**src/rtl/imem_loader.sv**
```systemverilog
// Instruction-memory loader: unpacks a header + program + checksum byte stream into 32-bit imem writes.
// The core is held in reset until a complete image with a matching checksum has been written.
module imem_loader #(
    parameter int                AWIDTH         = 32,
    parameter int                DWIDTH         = 32,
    parameter logic [AWIDTH-1:0] IMEM_BASE_ADDR = 32'h0100_0000,
    parameter int                MAX_WORDS      = 1024
) (
    input  logic              clk,
    input  logic              rst,
    input  logic              start_i,
    input  logic [7:0]        byte_i,
    input  logic              byte_valid_i,
    output logic              byte_ready_o,
    output logic [AWIDTH-1:0] addr_o,
    output logic [DWIDTH-1:0] data_o,
    output logic              write_en_o,
    output logic              busy_o,
    output logic              done_o,
    output logic              err_o,
    output logic              core_rst_o
);

    localparam int IDXW = $clog2(MAX_WORDS + 1);

    typedef enum logic [2:0] {
        S_IDLE,
        S_HDR,
        S_DATA,
        S_WRITE,
        S_CSUM,
        S_DONE,
        S_ERR
    } state_t;

    state_t            r_state;
    logic [23:0]       r_shift;
    logic [1:0]        r_bcnt;
    logic [7:0]        r_sum;
    logic [IDXW-1:0]   r_idx;
    logic [IDXW-1:0]   r_count;
    logic [AWIDTH-1:0] r_addr;
    logic [DWIDTH-1:0] r_data;
    logic              r_we;

    logic              w_xfer;
    logic              w_last_byte;
    logic [31:0]       w_word;
    logic [7:0]        w_sum_next;
    logic [IDXW-1:0]   w_idx_next;

    // Little-endian assembly: the newest byte lands on top, so byte 0 ends up in [7:0].
    assign w_word      = {byte_i, r_shift};
    assign w_xfer      = byte_valid_i & byte_ready_o;
    assign w_last_byte = (r_bcnt == 2'd3);
    assign w_sum_next  = r_sum + byte_i;
    assign w_idx_next  = r_idx + 1'b1;

    always_ff @(posedge clk) begin
        // NOTE: all state uses non-blocking assignments so every register samples pre-edge values.
        if (rst) begin
            r_state <= S_IDLE;
            r_shift <= '0;
            r_bcnt  <= '0;
            r_sum   <= '0;
            r_idx   <= '0;
            r_count <= '0;
            r_addr  <= '0;
            r_data  <= '0;
            r_we    <= 1'b0;
        end else begin
            case (r_state)
                S_IDLE, S_DONE, S_ERR: begin
                    if (start_i) begin
                        r_state <= S_HDR;
                        r_bcnt  <= '0;
                        r_sum   <= '0;
                        r_idx   <= '0;
                    end
                end
                S_HDR: begin
                    if (w_xfer) begin
                        r_shift <= w_word[31:8];
                        r_sum   <= w_sum_next;
                        r_bcnt  <= r_bcnt + 2'd1;
                        if (w_last_byte) begin
                            r_count <= w_word[IDXW-1:0];
                            if (w_word > 32'(MAX_WORDS)) begin
                                r_state <= S_ERR;
                            end else if (w_word == 32'd0) begin
                                r_state <= S_CSUM;
                            end else begin
                                r_state <= S_DATA;
                            end
                        end
                    end
                end
                S_DATA: begin
                    if (w_xfer) begin
                        r_shift <= w_word[31:8];
                        r_sum   <= w_sum_next;
                        r_bcnt  <= r_bcnt + 2'd1;
                        if (w_last_byte) begin
                            // Address and data are staged here so they are valid for the whole WRITE cycle.
                            r_addr  <= IMEM_BASE_ADDR + (AWIDTH'(r_idx) << 2);
                            r_data  <= DWIDTH'(w_word);
                            r_we    <= 1'b1;
                            r_state <= S_WRITE;
                        end
                    end
                end
                S_WRITE: begin
                    r_we    <= 1'b0;
                    r_idx   <= w_idx_next;
                    r_state <= (w_idx_next == r_count) ? S_CSUM : S_DATA;
                end
                S_CSUM: begin
                    if (w_xfer) begin
                        r_state <= (w_sum_next == 8'd0) ? S_DONE : S_ERR;
                    end
                end
                default: r_state <= S_IDLE;
            endcase
        end
    end

    assign byte_ready_o = (r_state == S_HDR) || (r_state == S_DATA) || (r_state == S_CSUM);
    assign busy_o       = byte_ready_o || (r_state == S_WRITE);
    assign done_o       = (r_state == S_DONE);
    assign err_o        = (r_state == S_ERR);
    assign core_rst_o   = (r_state != S_DONE);
    assign addr_o       = r_addr;
    assign data_o       = r_data;
    assign write_en_o   = r_we;

endmodule

```
**config.mk**
```make
export PLATFORM = sky130hd
export DESIGN_NAME = imem_loader
export DESIGN_NICKNAME = d
export VERILOG_FILES = /design/src/rtl/imem_loader.sv
export SDC_FILE = /design/constraint.sdc
export NUM_CORES = 1
export LEC_CHECK = 0
export ABC_AREA = 1
export CAP_MARGIN = 20
export CORE_MARGIN = 1
export CORE_UTILIZATION = 49
export CTS_CLUSTER_DIAMETER = 200
export DETAILED_ROUTE_END_ITERATION = 16
export GPL_TIMING_DRIVEN = 0
export PLACE_DENSITY = 0.74
export SLEW_MARGIN = 40
export SYNTH_ARGS = -nofsm -noshare
export SYNTH_HDL_FRONTEND = slang
export SYNTH_SLANG_ARGS = --single-unit
```
**constraint.sdc**
```tcl
create_clock -name clk -period 2 [get_ports clk]
set_clock_uncertainty 0.1 [all_clocks]
set_input_delay 0.4 -clock clk [delete_from_list [all_inputs] [get_ports clk]]
set_output_delay 0.4 -clock clk [all_outputs]
set_load 0.01 [all_outputs]
```
==> results of run 1 <==
kinds of logic (layout without fill, tap and decap cells):
family	count (synthesis)	in the layout
buffers and inverters	157	243
DFF	104	104
other	1	20
AOI/OAI and AO/OA	176	176
adders and majority gates	10	10
xor gates and xnor gates	3	3
and+or+nand+nor	278	278
power groups by stage:
stage	clock [mW]	sequential, mW	combinational, mW
6_report	1.37	2.62	1.92
5_1_grt	1.46	2.65	2.16
4_1_cts	1.38	2.61	1.80
2_1_floorplan	0	2.54	1.33
3_3_place_gp	0	2.64	1.73
3_5_place_dp	0	2.64	1.77
routing by layer:
| metal | routed length, um | global-route usage, % |
|---|---|---|
| met5 | 0 | 0 |
| met4 | 212 | 10.0 |
| met3 | 636 | 3.38 |
| met2 | 6080 | 41.5 |
| met1 | 5960 | 31.6 |
area by class of cell:
cell class	count	share of cell area (%)
inverter	106	6.23
tap	133	2.61
sequential	104	32.9
multi-input combinational	487	39.7
clock buffer	9	1.94
buffer	51	4.90
clock inverter	7	1.24
timing repair buffer	70	10.5
Yosys cell counts:
master,instances,area (sq um)
o21ai_2,1,8.76
nand3_1,39,195
o211ai_1,1,7.51
clkbuf_1,15,56.3
nor2_4,3,33.8
a211oi_1,2,15.0
nor2_1,61,229
fa_1,1,20.0
buf_2,11,55.1
dfxtp_1,104,2080
inv_2,10,37.5
nand4_1,9,56.3
nand2_1,139,522
xor2_1,1,8.76
inv_1,96,360
and2_1,1,6.26
nor3_4,2,32.5
nand3_2,3,30.0
xnor2_1,2,17.5
nand3b_2,1,11.3
a21oi_2,1,8.76
buf_4,22,165
ha_1,9,113
a21oi_1,91,455
nand4_2,1,12.5
nor2_2,5,31.3
o21ai_0,77,385
nand2_2,4,25.0
nor3_1,2,10.0
buf_6,3,33.8
o21ai_1,2,10.0
nand3b_1,3,22.5
conb_1,1,3.75
nor3_2,1,10.0
a211oi_2,1,12.5
or2_2,4,25.0
metrics by stage:
step	power [mW]	setup TNS (ns)	setup slack (ns)	hold WS, ns
finish	5.91	-0.469	-0.169	0.268
global route	6.27	-0.960	-0.271	0.290
floorplan	3.87	-0.0654	-0.0654	0.344
CTS	5.79	-0.471	-0.166	0.352
detailed placement	4.41	-6.03	-0.915	0.336
global placement	4.37	-5.98	-0.898	0.331
critical path: stages (launching register included):
cell	delay, ns
dfxtp_2	0.35
ha_4	0.16
fa_2	0.47
or2_4	0.25
nor2_4	0.09
nand3_2	0.08
nor2_4	0.13
nand2_2	0.08
a21oi_2	0.14
nand2_1	0.06
nand2_1	0.07
a21oi_2	0.05
timing repair:
action                                  4_1_cts  5_1_grt
cloned                                        0        0
setup buffers                                 3        7
endpoints found under the setup margin        8       17
pin swaps                                     7        9
gates resized for setup                      24       26
flip-flops by register name, summed over array words and instances, names as in the netlist:
register	flops
data_o	32
r_count	11
r_idx	11
addr_o	12
write_en_o	1
r_shift	24
r_sum	8
r_bcnt	2
r_state	3
worst min path at each step:
| stage | slack, ns | startpoint | cells after the start | to |
|---|---|---|---|---|
| 2_1_floorplan | 0.34 | r_count[1] | 2 | r_count[1] |
| 3_3_place_gp | 0.33 | addr_o[5] | 2 | addr_o[5] |
| 3_5_place_dp | 0.34 | data_o[6] | 2 | data_o[6] |
| 4_1_cts | 0.35 | data_o[6] | 2 | data_o[6] |
| 5_1_grt | 0.29 | byte_i[2] | 3 | r_shift[18] |
| 6_report | 0.27 | byte_i[0] | 3 | r_shift[16] |
==> impl_metrics.toml, run 1 <==
[die]
die_w_um = 104
dieHeight_um = 104
die_area_sq_um = 10800
num_rows = 36
coreArea_sq_um = 9950
pin_count = 82
start_util_pct = 51.3

[power_and_ir_drop]
ir_drop_v = 0.000776
p_int_mw = 3.65
p_sw_share_pct = 38.3
pwr-share-seq_pct = 44.3
power.density_nw_per_um2 = 926
combPwrFrac_pct = 32.5
clkPwrFrac_pct = 23.2
p_leak_nw = 2.63
power.switching_mw = 2.26

[yosys]
synthDistinctLibCells = 36
synth_area_sq_um = 5110
muxShareOfSynthArea_pct = 0
ys_seq_area_share_pct = 40.8
yosysWarnings = 0
avgSynthCellArea_sq_um = 7.01
synth_fa_ha_area_share_pct = 2.60
yosys.area_share.simple_pct = 24.5
synth_top_family_by_area = "simple AND/OR/NAND/NOR gates"
ys_ff_latch = 104
synthXorXnorAreaFrac_pct = 0.514
synth_compound_area_share_pct = 17.7
synthCells = 729

[sta]
grt_setup_unrepaired = "yes"
setup_ws_ns = -0.169
worstMarginPinSlew_ns = 0.621
hold_violations = 0
fmax_mhz = 461
final-setup-viol-count = 4
slew-limit-headroom_pct = 58.6
min_period_ns = 2.17
slew_violations = 0
timing.final.crit_share_pct = 108

[final_layout]
final_common_cell = "nand2_1"
diodes = 0
final_util_pct = 64.1
final_cell_area_sq_um = 6380
num-nets-final = 851
drive_gt1_share_pct = 15.5
seq_area_sq_um = 2100
nFillCells = 896
area_delta_synth_final_pct = 24.9
final_cell_mix = "nand2_1, dfxtp_1, inv_1, a21oi_1, o21ai_0"
final_cells = 967
multiInputGateArea_sq_um = 2530

[routing]
drc = 0
vias = 4937
first_pass_iters = 5
wl_um = 12900
ant_nets = 0
wl_per_cell_um = 13.3
vias_per_cell = 5.11
drt_iter0_drc = 248

[place]
portBuffers = 60
dp.cells = 941
placed_cell_area_sq_um = 5960
gp_congestion = 0.914
hpwlAfterDp_um = 9530

[setup_path]
critPathArrivalTime_ns = 2.32
r2r_slack_ns = -0.17
crit_end = "r_state[1]"
r2r-end = "r_state[1]"
required_ns = 2.15
crit_start = "r_sum[0]"
rr_worst_depth = 11
start_kind = "flop"
cp-end-kind = "flop"
cp_max_fo = 2
reg2reg_from = "r_sum[0]"
crit_type = "reg -> reg"

[clocking]
clock_path_buffers = 2
cts_sinks = 104
h-tree-depth = 3
cts_root_buf = "clkbuf_8"
clock_latency_ns = 0.38
cts_tree = "done"
cts.hold.buffers_added = 0
cts_buffers = 9
clkTransAtPathRegs_ns = 0.11

[hold_path]
hp-class = "in -> reg"

[run]
max_cap_violations = 0

[outcome]
violations = "negative setup slack"
status = "complete, but fails checks"

[global_routing]
grt_max_degree = 19
grt_util_all_layers_pct = 24.6
grt.overflow.total = 0
antenna_found_initial = 0
grt_pass1_vias = 4750
grt_pass1_wl_um = 21800
Power figures use the tool's default switching activity.
==> inputs of run 2 (changes only) <==
CTS_CLUSTER_DIAMETER = 40   (was 200)
==> results of run 2 <==
The final DEF is identical to that of run 1; final timing and power are the same.
==> inputs of run 3 (changes only) <==
HOLD_SLACK_MARGIN = 0.15   (was default)
TNS_END_PERCENT = 1   (was default)
==> run 3 against run 2 <==
Net effect:
- the flow still finishes with violations (negative setup slack)
- non-clock buffer count fell by 7
- hold slack improved by 0.0029 ns
- global-route usage did not move
- highest routed layer unchanged
==> impl_metrics.toml, run 3 (synthesis gave the netlist of run 1 again) <==
[setup_path]
cp-end-kind = "flop"
cp_max_fo = 3
crit_chain = "ha_4 -> fa_2 -> or2_4 -> nor2_4 -> nand3_2 -> nor2_4 -> nand2_2 -> a21oi_2 -> nand2_1 -> nand2_1 -> a21oi_2"
crit_slowest_cell = "fa_2"
start_kind = "flop"
slowest_delay_ns = 0.47
required_ns = 2.14
critPathArrivalTime_ns = 2.32
crit_type = "reg -> reg"

[final_layout]
largest_reg_flops = 32
final_cells = 960
final_cell_mix = "nand2_1, dfxtp_1, inv_1, a21oi_1, o21ai_0"
final_common_cell = "nand2_1"
num-nets-final = 844
drive_gt1_share_pct = 13.9
final_cell_area_sq_um = 6290
area_delta_synth_final_pct = 23.1
diodes = 0

[die]
die_w_um = 104
die_area_sq_um = 10800
dieHeight_um = 104
pin_count = 82
start_util_pct = 51.3
coreArea_sq_um = 9950
num_rows = 36

[routing]
ant_nets = 0
vias = 4906
wl_um = 12700
wl_per_cell_um = 13.2
vias_per_cell = 5.11
drt_iter0_drc = 279
drc = 0
first_pass_iters = 5

[sta]
worstMarginPinSlew_ns = 0.623
fin_tns_setup_ns = -0.602
hold_violations = 0
fmax_mhz = 460
slew-limit-headroom_pct = 58.5
setup_ws_ns = -0.172
grt_setup_unrepaired = "yes"
slew_violations = 0
min_period_ns = 2.17
timing.final.crit_share_pct = 109
final-setup-viol-count = 5
hold_ws_ns = 0.271

[clocking]
cts_root_buf = "clkbuf_8"
clock_path_buffers = 2
h-tree-depth = 3
clkTransAtPathRegs_ns = 0.11
cts_buffers = 9
clock_latency_ns = 0.38
cts_tree = "done"
cts_sinks = 104

[power_and_ir_drop]
ir_drop_v = 0.000773
p_leak_nw = 2.59
finalPower_mw = 5.86
power.density_nw_per_um2 = 932

[global_routing]
antenna_found_initial = 0
grt_busiest_layer = "met2"
grt_pass1_vias = 4745
use_met1_pct = 31.6
grt_util_all_layers_pct = 24.6
grt_util_met2_pct = 41.4
grt_use_met3_pct = 3.45
grt.overflow.total = 0
grt_max_degree = 19
grt_pass1_wl_um = 21800

[place]
portBuffers = 60
placed_cell_area_sq_um = 5960
gp_congestion = 0.914
dp.cells = 941
hpwlAfterDp_um = 9530

[hold_path]
hp-class = "in -> reg"

[outcome]
status = "complete, but fails checks"
violations = "negative setup slack"

[run]
max_cap_violations = 0
run 3: final cells by class:
type | count | area [sq um]
Fill cell | 902 | 3660
Multi-Input combinational cell | 487 | 2490
Sequential cell | 104 | 2090
Timing Repair Buffer | 63 | 621
Inverter | 106 | 398
Buffer | 51 | 313
Tap cell | 133 | 166
Clock buffer | 9 | 124
Clock inverter | 7 | 78.8
run 3: worst paths after layout:
check                      to  cells after the start      start  slack, ns
hold / removal    r_shift[16]                      3  byte_i[0]       0.27
setup / recovery   r_state[1]                     11   r_sum[0]      -0.17
setup reg to reg   r_state[1]                     11   r_sum[0]      -0.17
hold reg to reg     addr_o[6]                      2  addr_o[6]       0.35
run 3: power breakdown:
| part | switching, mW | internal, mW | total (mW) | leakage, nW |
|---|---|---|---|---|
| clock network | 0.764 | 0.595 | 1.36 | 0.105 |
| logic | 1.17 | 0.713 | 1.88 | 1.64 |
| registers | 0.301 | 2.32 | 2.62 | 0.845 |
run 3: critical path, delay by kind of cell, from the launching register on:
kind                       cells  cell delay (ns)
and+or+nand+nor                7             0.76
adders and majority gates      2             0.64
AOI/OAI and AO/OA              2             0.19
DFF                            1             0.35
run 3: timing repair:
action	4_1_cts	5_1_grt
endpoints found under the setup margin	8	17
setup buffers	2	1
hold buffers	0	0
pin swaps	5	4
gates resized for setup	21	18
run 3: per-stage QoR:
step                utilization, %  setup slack (ns)
finish                        63.2            -0.172
global route                  63.2            -0.284
CTS                           62.3            -0.177
detailed placement            59.9            -0.915
global placement              59.9            -0.898
floorplan                        -           -0.0654
run 3: metal layers:
metal	up-vias	wire length, um	share of wire (%)
met2	162	5940	47
met1	2231	5760	45
met3	26	725	5.7
met4	0	261	2.1
met5	-	0	0
li1	2487	-	-
